## config.mk

```make
export PLATFORM = sky130hd
export DESIGN_NAME = arc4_engine_flat
export DESIGN_NICKNAME = d
export VERILOG_FILES = /design/src/rtl/arc4_pkg.sv /design/src/rtl/arc4_engine_if.sv /design/src/rtl/arc4_sram256.sv /design/src/rtl/arc4_engine.sv /design/src/flat_wrapper.sv
export SDC_FILE = /design/constraint.sdc
export NUM_CORES = 2
export LEC_CHECK = 0
export ABC_AREA = 1
export BUFFER_PORTS_ARGS = -buffer_cell sky130_fd_sc_hd__buf_2
export CORE_MARGIN = 10
export CORE_UTILIZATION = 56
export DETAILED_ROUTE_END_ITERATION = 16
export PLACE_DENSITY = 0.74
export SYNTH_ARGS = -nofsm -noshare
export SYNTH_HDL_FRONTEND = slang
export SYNTH_SLANG_ARGS = --single-unit
```

## constraint.sdc

```tcl
create_clock -name clk -period 24.8 [get_ports clk]
set_clock_uncertainty 0.2 [all_clocks]
set_input_delay 7.44 -clock clk [delete_from_list [all_inputs] [get_ports clk]]
set_output_delay 7.44 -clock clk [all_outputs]
set_load 0.005 [all_outputs]
```

## src/rtl/arc4_pkg.sv

```systemverilog
// arc4_pkg: shared types and constants for the ARC4 decrypt engine.
//   arc4_state_e  - engine FSM state encoding
//   S_DEPTH       - depth of the permutation array
//   PRINT_LO/HI   - printable ASCII window used by the optional plaintext check
//   is_printable  - helper testing a byte against that window
package arc4_pkg;

  localparam int S_DEPTH = 256;
  localparam logic [7:0] PRINT_LO = 8'h20;
  localparam logic [7:0] PRINT_HI = 8'h7E;

  typedef enum logic [4:0] {
    ST_IDLE,
    ST_INIT,
    ST_KSA_RI,
    ST_KSA_RJ,
    ST_KSA_WI,
    ST_KSA_WJ,
    ST_LEN_RD,
    ST_LEN_LAT,
    ST_LEN_WR,
    ST_P_RI,
    ST_P_RJ,
    ST_P_WI,
    ST_P_WJ,
    ST_P_RP,
    ST_P_XOR,
    ST_P_WR,
    ST_DONE
  } arc4_state_e;

  function automatic logic is_printable(input logic [7:0] b);
    return (b >= PRINT_LO) && (b <= PRINT_HI);
  endfunction

endpackage

```

## src/rtl/arc4_engine_if.sv

```systemverilog
// arc4_engine_if: job handshake plus CT-read / PT-write memory ports.
//   en, key       - start request and key (master -> engine)
//   rdy           - engine idle / able to accept en
//   ct_addr       - CT read address; ct_rddata valid one cycle later
//   pt_addr, pt_wrdata, pt_wren - PT write port, one byte per strobe
//   pt_bad        - sticky non-printable plaintext flag
interface arc4_engine_if #(
  parameter int KEY_BYTES = 3,
  parameter int MSG_AW    = 8
);

  logic                   en;
  logic                   rdy;
  logic [8*KEY_BYTES-1:0] key;
  logic [MSG_AW-1:0]      ct_addr;
  logic [7:0]             ct_rddata;
  logic [MSG_AW-1:0]      pt_addr;
  logic [7:0]             pt_wrdata;
  logic                   pt_wren;
  logic                   pt_bad;

  modport master (
    output en, key, ct_rddata,
    input  rdy, ct_addr, pt_addr, pt_wrdata, pt_wren, pt_bad
  );

  modport slave (
    input  en, key, ct_rddata,
    output rdy, ct_addr, pt_addr, pt_wrdata, pt_wren, pt_bad
  );

endinterface

```

## src/rtl/arc4_sram256.sv

```systemverilog
// arc4_sram256: 256x8 array, one write and one synchronous read per cycle.
//   clk   - clock
//   we    - write enable for waddr/wdata
//   raddr - read address; rdata valid the following cycle (old data on a
//           same-address read/write collision)
module arc4_sram256
  import arc4_pkg::*;
(
  input  logic       clk,
  input  logic       we,
  input  logic [7:0] waddr,
  input  logic [7:0] wdata,
  input  logic [7:0] raddr,
  output logic [7:0] rdata
);

  logic [7:0] mem [S_DEPTH];
  logic [7:0] rdata_q;

  always_ff @(posedge clk) begin
    if (we) mem[waddr] <= wdata;
    rdata_q <= mem[raddr];
  end

  assign rdata = rdata_q;

endmodule

```

## src/rtl/arc4_engine.sv

```systemverilog
// arc4_engine: ARC4 decrypt of a length-prefixed CT buffer into a
// length-prefixed PT buffer, S array held in arc4_sram256.
//   clk  - clock, rising edge
//   rst  - asynchronous active-high reset
//   bus  - arc4_engine_if slave: en/rdy/key handshake, CT read, PT write,
//          pt_bad flag
// Optional: define ARC4_PRINT_CHECK_EN to build the sticky non-printable
// plaintext detector driving pt_bad; otherwise pt_bad is tied low.
module arc4_engine
  import arc4_pkg::*;
#(
  parameter int KEY_BYTES = 3,
  parameter int MSG_AW    = 8
) (
  input logic          clk,
  input logic          rst,
  arc4_engine_if.slave bus
);

  localparam int KW = (KEY_BYTES > 1) ? $clog2(KEY_BYTES) : 1;
  localparam logic [KW-1:0] KIDX_LAST = KW'(KEY_BYTES - 1);
  localparam logic [7:0] LEN_MAX = (MSG_AW >= 8) ? 8'hFF : 8'((1 << MSG_AW) - 1);

  arc4_state_e state_q, state_d;

  logic [8*KEY_BYTES-1:0] key_q, key_d;
  logic [KW-1:0]          kidx_q, kidx_d;
  logic [7:0]             i_q, i_d, j_q, j_d;
  logic [7:0]             si_q, si_d, sj_q, sj_d, ct_q, ct_d;
  logic [MSG_AW-1:0]      k_q, k_d, len_q, len_d;
  logic [MSG_AW-1:0]      ct_addr_q, ct_addr_d, pt_addr_q, pt_addr_d;
  logic [7:0]             pt_wrdata_q, pt_wrdata_d;

  logic       s_we;
  logic [7:0] s_waddr, s_wdata, s_raddr, s_rdata;
  logic [7:0] key_arr [KEY_BYTES];
  logic [7:0] key_byte, len_sat, pad_out;
  logic       rdy, accept;

  arc4_sram256 u_sram (
    .clk   (clk),
    .we    (s_we),
    .waddr (s_waddr),
    .wdata (s_wdata),
    .raddr (s_raddr),
    .rdata (s_rdata)
  );

  // Key byte 0 is the most significant byte of the key port.
  always_comb begin
    for (int unsigned n = 0; n < KEY_BYTES; n++) begin
      key_arr[n] = key_q[8*(KEY_BYTES-1-n) +: 8];
    end
  end

  // DONE is the first cycle with rdy high and accepts a job exactly as IDLE.
  assign rdy      = (state_q == ST_IDLE) || (state_q == ST_DONE);
  assign accept   = rdy && bus.en;
  assign key_byte = key_arr[kidx_q];
  assign len_sat  = (bus.ct_rddata > LEN_MAX) ? LEN_MAX : bus.ct_rddata;
  assign pad_out  = s_rdata ^ ct_q;

  always_ff @(posedge clk or posedge rst) begin
    if (rst) begin
      state_q     <= ST_IDLE;
      key_q       <= '0;
      kidx_q      <= '0;
      i_q         <= '0;
      j_q         <= '0;
      si_q        <= '0;
      sj_q        <= '0;
      ct_q        <= '0;
      k_q         <= '0;
      len_q       <= '0;
      ct_addr_q   <= '0;
      pt_addr_q   <= '0;
      pt_wrdata_q <= '0;
    end else begin
      state_q     <= state_d;
      key_q       <= key_d;
      kidx_q      <= kidx_d;
      i_q         <= i_d;
      j_q         <= j_d;
      si_q        <= si_d;
      sj_q        <= sj_d;
      ct_q        <= ct_d;
      k_q         <= k_d;
      len_q       <= len_d;
      ct_addr_q   <= ct_addr_d;
      pt_addr_q   <= pt_addr_d;
      pt_wrdata_q <= pt_wrdata_d;
    end
  end

  always_comb begin
    state_d     = state_q;
    key_d       = key_q;
    kidx_d      = kidx_q;
    i_d         = i_q;
    j_d         = j_q;
    si_d        = si_q;
    sj_d        = sj_q;
    ct_d        = ct_q;
    k_d         = k_q;
    len_d       = len_q;
    ct_addr_d   = ct_addr_q;
    pt_addr_d   = pt_addr_q;
    pt_wrdata_d = pt_wrdata_q;
    s_we        = 1'b0;
    s_waddr     = i_q;
    s_wdata     = i_q;
    s_raddr     = i_q;

    unique case (state_q)
      ST_IDLE, ST_DONE: begin
        if (bus.en) begin
          key_d   = bus.key;
          i_d     = '0;
          j_d     = '0;
          state_d = ST_INIT;
        end else begin
          state_d = ST_IDLE;
        end
      end
      ST_INIT: begin
        s_we    = 1'b1;
        s_waddr = i_q;
        s_wdata = i_q;
        i_d     = i_q + 8'd1;
        if (i_q == 8'hFF) begin
          j_d     = '0;
          kidx_d  = '0;
          state_d = ST_KSA_RI;
        end
      end
      ST_KSA_RI: begin
        s_raddr = i_q;
        state_d = ST_KSA_RJ;
      end
      ST_KSA_RJ: begin
        si_d    = s_rdata;
        j_d     = j_q + s_rdata + key_byte;
        s_raddr = j_d;
        state_d = ST_KSA_WI;
      end
      ST_KSA_WI: begin
        s_we    = 1'b1;
        s_waddr = i_q;
        s_wdata = s_rdata;
        state_d = ST_KSA_WJ;
      end
      ST_KSA_WJ: begin
        s_we    = 1'b1;
        s_waddr = j_q;
        s_wdata = si_q;
        i_d     = i_q + 8'd1;
        kidx_d  = (kidx_q == KIDX_LAST) ? '0 : kidx_q + 1'b1;
        if (i_q == 8'hFF) begin
          ct_addr_d = '0;
          state_d   = ST_LEN_RD;
        end else begin
          state_d   = ST_KSA_RI;
        end
      end
      ST_LEN_RD: begin
        state_d = ST_LEN_LAT;
      end
      ST_LEN_LAT: begin
        len_d       = MSG_AW'(len_sat);
        pt_addr_d   = '0;
        pt_wrdata_d = len_sat;
        i_d         = '0;
        j_d         = '0;
        k_d         = MSG_AW'(1);
        state_d     = ST_LEN_WR;
      end
      ST_LEN_WR: begin
        state_d = (len_q == '0) ? ST_DONE : ST_P_RI;
      end
      ST_P_RI: begin
        i_d       = i_q + 8'd1;
        s_raddr   = i_d;
        ct_addr_d = k_q;
        state_d   = ST_P_RJ;
      end
      ST_P_RJ: begin
        si_d    = s_rdata;
        j_d     = j_q + s_rdata;
        s_raddr = j_d;
        state_d = ST_P_WI;
      end
      ST_P_WI: begin
        sj_d    = s_rdata;
        ct_d    = bus.ct_rddata;
        s_we    = 1'b1;
        s_waddr = i_q;
        s_wdata = s_rdata;
        state_d = ST_P_WJ;
      end
      ST_P_WJ: begin
        s_we    = 1'b1;
        s_waddr = j_q;
        s_wdata = si_q;
        state_d = ST_P_RP;
      end
      // Pad read waits until the swap has landed: S[si+sj] may alias S[j].
      ST_P_RP: begin
        s_raddr = si_q + sj_q;
        state_d = ST_P_XOR;
      end
      ST_P_XOR: begin
        pt_addr_d   = k_q;
        pt_wrdata_d = pad_out;
        state_d     = ST_P_WR;
      end
      ST_P_WR: begin
        k_d     = k_q + 1'b1;
        state_d = (k_q == len_q) ? ST_DONE : ST_P_RI;
      end
      default: state_d = ST_IDLE;
    endcase
  end

  assign bus.rdy       = rdy;
  assign bus.ct_addr   = ct_addr_q;
  assign bus.pt_addr   = pt_addr_q;
  assign bus.pt_wrdata = pt_wrdata_q;
  assign bus.pt_wren   = (state_q == ST_LEN_WR) || (state_q == ST_P_WR);

`ifdef ARC4_PRINT_CHECK_EN
  logic pt_bad_q, pt_bad_d;

  // Judged on the byte being latched for PT, so the flag is current by the
  // time rdy rises after the final write.
  always_comb begin
    pt_bad_d = pt_bad_q;
    if (accept) begin
      pt_bad_d = 1'b0;
    end else if ((state_q == ST_P_XOR) && !is_printable(pad_out)) begin
      pt_bad_d = 1'b1;
    end
  end

  always_ff @(posedge clk or posedge rst) begin
    if (rst) pt_bad_q <= 1'b0;
    else     pt_bad_q <= pt_bad_d;
  end

  assign bus.pt_bad = pt_bad_q;
`else
  logic unused_accept;
  assign unused_accept = accept;
  assign bus.pt_bad    = 1'b0;
`endif

endmodule

```

## src/flat_wrapper.sv

```systemverilog
// flat-port wrapper written by rule: the top's interface ports become plain ports
module arc4_engine_flat import arc4_pkg::*;
#(
  parameter int KEY_BYTES = 3,
  parameter int MSG_AW    = 8
)
  (clk, rst, bus_en, bus_key, bus_ct_rddata, bus_rdy, bus_ct_addr, bus_pt_addr, bus_pt_wrdata, bus_pt_wren, bus_pt_bad);
  arc4_engine_if #(.KEY_BYTES(KEY_BYTES), .MSG_AW(MSG_AW)) bus_i ();
  input logic clk;
  input logic rst;
  input wire logic [$bits(bus_i.en)-1:0] bus_en;
  input wire logic [$bits(bus_i.key)-1:0] bus_key;
  input wire logic [$bits(bus_i.ct_rddata)-1:0] bus_ct_rddata;
  output wire logic [$bits(bus_i.rdy)-1:0] bus_rdy;
  output wire logic [$bits(bus_i.ct_addr)-1:0] bus_ct_addr;
  output wire logic [$bits(bus_i.pt_addr)-1:0] bus_pt_addr;
  output wire logic [$bits(bus_i.pt_wrdata)-1:0] bus_pt_wrdata;
  output wire logic [$bits(bus_i.pt_wren)-1:0] bus_pt_wren;
  output wire logic [$bits(bus_i.pt_bad)-1:0] bus_pt_bad;
  assign bus_i.en = bus_en;
  assign bus_i.key = bus_key;
  assign bus_i.ct_rddata = bus_ct_rddata;
  assign bus_rdy = bus_i.rdy;
  assign bus_ct_addr = bus_i.ct_addr;
  assign bus_pt_addr = bus_i.pt_addr;
  assign bus_pt_wrdata = bus_i.pt_wrdata;
  assign bus_pt_wren = bus_i.pt_wren;
  assign bus_pt_bad = bus_i.pt_bad;
  arc4_engine #(.KEY_BYTES(KEY_BYTES), .MSG_AW(MSG_AW)) u_core (.clk(clk), .rst(rst), .bus(bus_i));
endmodule
```

; After elaboration in Yosys (flattened, before gate mapping)
; Memories as Yosys holds them, arrays and structs flattened. A register that Yosys moved wholly into a read port is not among the register bits.
; Index checks and enable logic that the tools add are counted.
[totals]
register_bits = 111
ram_bits = 2048
input_bits = 35
elab_cells = 94
n_memories = 1
[classes]
add_sub_neg = 6
n_lt_le_gt_ge = 2
n_eq_ne = 22
muxes = 27
bitwise_logic = 2
n_reduce_logical = 21
[mem_list]
columns = name, words, width, rd, rd_clocked_by_memory_dff, wr, line
row1 = u_core.u_sram.mem, 256, 8, 1, 1, 1, arc4_sram256.sv:17  ; logic [7:0] mem [S_DEPTH];
[ops]
columns = operator, n
row1 = 5-bit case mux with 16 select lines, 1
row2 = 8-bit case mux with 2 select lines, 5
row3 = 8-bit two-way mux, 6
row4 = "5-bit by 4-bit == test with 1-bit output, second input constant", 8
row5 = 8-bit case mux with 5 select lines, 1
row6 = 8-bit case mux with 4 select lines, 1
row7 = 8-bit adder, 3
row8 = 8-bit case mux with 3 select lines, 1
row9 = "5-bit by 3-bit == test with 1-bit output, second input constant", 4
row10 = "8-bit by 1-bit adder with 8-bit output, second input constant", 2
row11 = 8-bit binary-select mux with 2-bit select, 1
row12 = 5-bit two-way mux, 3
row13 = "5-bit by 2-bit == test with 1-bit output, second input constant", 2
row14 = 8-bit == test, 1
row15 = "8-bit == test, second input constant", 1
row16 = "8-bit > comparator, second input constant", 1
row17 = 8-bit zero test, 1
row18 = 2-bit AND reduction, 4
row19 = 2-bit nonzero test, 4
row20 = 2-bit OR reduction, 4
row21 = 8-bit bitwise XOR, 1
row22 = "5-bit by 1-bit == test with 1-bit output, second input constant", 1
row23 = "5-bit == test, second input constant", 1
row24 = 5-bit zero test, 1
row25 = other kinds (16), 22

; Depth between registers and ports, before layout
[depth]
depth_word = 6
ltp_mapped = 24
depth_no_buf = 24

; Cells and area by module
; A second synthesis with hierarchy kept.
[hier_totals]
cells_unflattened = 7764
area_unflattened_um2 = 89763.6
[modules_own_cells]
columns = module, n_inst, cells_per_inst, area_each_um2, seq_area_each_um2
row1 = arc4_sram256, 1, 7003, 83396.2, 61659.1
row2 = arc4_engine, 1, 761, 6367.4, 2777.7

; Worst setup path after synthesis
; OpenSTA, ideal clock, no wires.
[synth_timing]
path_type = reg-to-reg
start = register u_core.state_q[1]
end = memory u_core.u_sram.mem[0][2] (data pin)
setup_ns = 1.629
t_arrival_ns = 8.450
setup_slack_ns = 14.521
path_stages_with_launch = 9
period_less_slack_ns = 10.279
path_cell_list = dfrtp_1 nor2_1 nand2_1 nor2_1 nor2_1 inv_2 nor2_1 inv_1 o221ai_1
[synth_via]
elab_chain_cells = 3
word_cells_on_any_way = 7
classes_between = eq/ne (4) / mux (1) / reduce/logical (2)
[synth_lines]
columns = item, line
row1 = from (decl), arc4_engine.sv:24  ; arc4_state_e state_q, state_d;
row2 = from (signal assigned), arc4_engine.sv:79  ; state_q <= state_d;
row3 = 5-bit by 4-bit == test with 1-bit output or 5-bit by 3-bit == test with 1-bit output (tied branches), arc4_engine.sv:114  ; unique case (state_q)
row4 = 2-bit OR reduction (no line), n/a
row5 = 8-bit case mux with 2 select lines (*), arc4_engine.sv:114
row6 = net u_core.s_wdata[2], arc4_engine.sv:35  ; logic [7:0] s_waddr, s_wdata, s_raddr, s_rdata;
row7 = to (decl), arc4_sram256.sv:17
; The timed path passes the listed nets; every way through them passes the cells marked *.

; Final worst setup path
[layout_timing]
start = register u_core.state_q[4]
end = output port bus_pt_wren
[layout_via]
elab_chain_cells = 2
word_cells_on_any_way = 3
classes_between = eq/ne (2) / reduce/logical (1)
[layout_lines]
columns = item, line
row1 = 5-bit by 4-bit == test with 1-bit output, arc4_engine.sv:228  ; assign bus.pt_wren = (state_q == ST_LEN_WR) || (state_q == ST_P_WR);
row2 = 1-bit logical OR (*), arc4_engine.sv:228
row3 = to (decl), flat_wrapper.sv:18  ; output wire logic [$bits(bus_i.pt_wren)-1:0] bus_pt_wren;
; Mark *: on every way between the ends. The rest lies on a longest branch, timed or not.

==> run metrics <==
outcome=finished clean; Clock Latency Late Sink=0.85 ns; die height=434 µm; Global Route Usage Sum=a little over a quarter; layout filler cell count=12900; Post-synth ARST share=5.12%; Post-Route WL=252000 µm; Via Count=between 60000 and 70000; CTS H-Tree Depth=4; type of origin of the critical path=register; synth top area cells=edfxtp_1 64%, nand3_1 9.6%, nand2_1 7.6%, nand3b_1 4.5%, inv_1 4.3%; max_slew headroom=between 10% and 20%; Buffers on Ports=60; Worst Path Max Fanout=6; Pre-Repair DR Iteration Count=9; Die Width=434 µm; Hold Path Class=reg2reg; max-cap viol count=0; Die Area=0.188 mm²; Net count, final=between 8000 and 9000; via count of the first global-routing pass=63000; Setup Buffers After CTS=0; cts bufs inserted=211; CTS tree=done; Ys Warns=0; Max Root-Sink Buffers=3; count leader, synth=edfxtp_1; worst setup path start=u_core.state_q[4]; critical path data arrival time=2.28 ns; share of the synthesized area in the top cell type=between 60% and 70%; P&R area growth vs syn=8.43%; Syn Inst Count=8876; register area share after synthesis=67.3%; Final Max Slew Viols=0; post-layout minimum cycle time=9.92 ns; kind of critical path=reg2out; reg2reg start=u_core.kidx_q[0]; Mapped Area=0.0958 mm²; post-CTS sizing=0; Initial DRC Count=~9300; fin area=0.104 mm²; Clk pin slew, worst setup/hold paths=0.06 ns; Final ANT Viol Nets=0; Syn Area/Cell=10.8 µm²; Final setup viols=0; Total Power=0.00700 W; HP Start=u_core.bus.pt_wrdata[2]; pwr/cell area=67.3 mW/mm²; CTS root buffer=clkbuf_16; drt wl/cell=22.8 µm; Max Freq=around 0.10 GHz; worst vdd ir=0.0000591 V; largest net degree at the start of global routing=227; Static Leak=41.0 nW; Synth area leader=edfxtp_1; CP required=17.16 ns; Final Hold Vio Count=0; first-pass GRT wire length=382000 µm; post-cts hold buffer count=0; RSZ-0062 raised after global routing=no; EDFF count, synth=2048; flops & latches, synth=~2200; Cell variety after synth=50; initial antenna violation count=5; layout cell share with drive strength beyond 1=5.61%; CTS sink cnt=2167; I/O pin cnt=62; total negative slack=0 ns; Crit. End Element=output pin; Final Cycle Share=40.0%; worst slew pin tran=1.29 ns; hpwl dp=139000 µm; Core Rows=151; Via density=5.95; placed instance area=0.0974 mm²; CORE AREA=roughly 0.17 mm²; Initial Util=56.5%; Post-synth top cells=2048 x edfxtp_1, 1928 x nand2_1, 1832 x nand3_1; Mapped Nets=8937; Top FF cell, synth=edfxtp_1; number of remaining DRC errors=0; hold slack=0.284 ns; final RePlAce weighted congestion=0.890; grt total ovfl=0
## through the flow
stage                     instances  worst slack, ns  utilization [%]
after floorplan                8876            14.23                -
after global placement        10700            15.48             57.4
after detailed placement      10700            15.46             57.4
after CTS                     11100            14.85             61.2
after global routing          11100            14.74             61.2
final                         11100            14.88             61.2
## worst paths after layout
| kind | end | slack [ns] | depth (start not counted) |
|---|---|---|---|
| max | bus_pt_wren | 14.88 | 6 |
| min | u_core.bus.pt_wrdata[2] | 0.28 | 2 |
| max reg2reg | u_core.u_sram.rdata[0] | 16.70 | 23 |
| min reg2reg | u_core.bus.pt_wrdata[2] | 0.28 | 2 |
| max in group asynchronous | u_core.j_q[4] | 16.63 | 3 |
| min in group asynchronous | u_core.bus.ct_addr[4] | 6.45 | 2 |
## worst max-delay path, cell delays in order (launching register included)
cell     delay, ns
dfrtp_1       0.43
inv_2         0.13
nand3_4       0.15
nor2_1        0.31
inv_1         0.20
nand2_1       0.11
buf_2         0.14
## metal layers
layer / routed length, µm / track usage (%) / part of all wire, %
met1: 96500 / 35.6 / 38
met3: 28100 / 6.02 / 11
met5: 69 / 0 / 0.027
met4: 10800 / 11.1 / 4.3
met2: 117000 / 41.3 / 46
## flip-flops by register name (all words and copies together), names as in the netlist
| name | cells |
|---|---|
| u_core.j_q | 8 |
| u_core.sj_q | 8 |
| u_core.state_q | 5 |
| u_core.u_sram.mem | 2048 |
| u_core.len_q | 8 |
| u_core.bus.pt_wrdata | 8 |
| u_core.bus.pt_addr | 8 |
| u_core.kidx_q | 2 |
| u_core.si_q | 8 |
| u_core.key_arr | 24 |
| u_core.i_q | 8 |
| u_core.ct_q | 8 |
| u_core.bus.ct_addr | 8 |
| u_core.u_sram.rdata | 8 |
| u_core.k_q | 8 |
## cell families after synthesis
kind of cell | after synthesis | share of synthesized area, %
flops | 2167 | 67.3
xor+xnor | 17 | 0.155
other cells | 1 | 0.00391
simple gates | 4722 | 23.3
fa+ha+maj | 26 | 0.363
compound gates | 284 | 1.91
buf+inv | 1659 | 6.99
## power by group
| part | internal [W] | switching [W] | leakage, nW |
|---|---|---|---|
| clock | 0.00170 | 0.00135 | 3.15 |
| combinational | 0.00000201 | 0.00000488 | 16.9 |
| sequential | 0.00394 | 0 | 21.0 |
| total | 0.00564 | 0.00135 | 41.0 |
## placed cells by master (no fill, tap or decap), types with 8 or more instances in the layout
master      count
edfxtp_1     2048
nand2_1      1918
nand3_1      1824
inv_1        1084
nand3b_1      576
nor2_1        340
clkbuf_16     217
o211ai_1      118
dfrtp_1       111
o21ai_0        93
buf_4          89
buf_2          60
clkinv_1       59
clkbuf_1       47
clkinv_2       32
a21oi_1        31
ha_1           23
nand4_1        10
xor2_1         10
bufinv_16      10
nand3_2         9
nor3_1          9
or2_2           8
clkinvlp_4      8
buf_12          8
dfxtp_1         8
## final cells by class
| class | instances | area (µm²) | share of cell area (%) |
|---|---|---|---|
| Tap cell | 2218 | 2780 | 2.67 |
| Antenna cell | 2 | 5.00 | 0.00482 |
| Multi-Input combinational cell | 5050 | 24900 | 24.0 |
| Clock buffer | 266 | 5630 | 5.42 |
| Clock inverter | 117 | 853 | 0.821 |
| Timing Repair Buffer | 157 | 1130 | 1.09 |
| Inverter | 1095 | 4130 | 3.97 |
| Sequential cell | 2167 | 64400 | 62.0 |
Power figures use the tool's default switching activity.
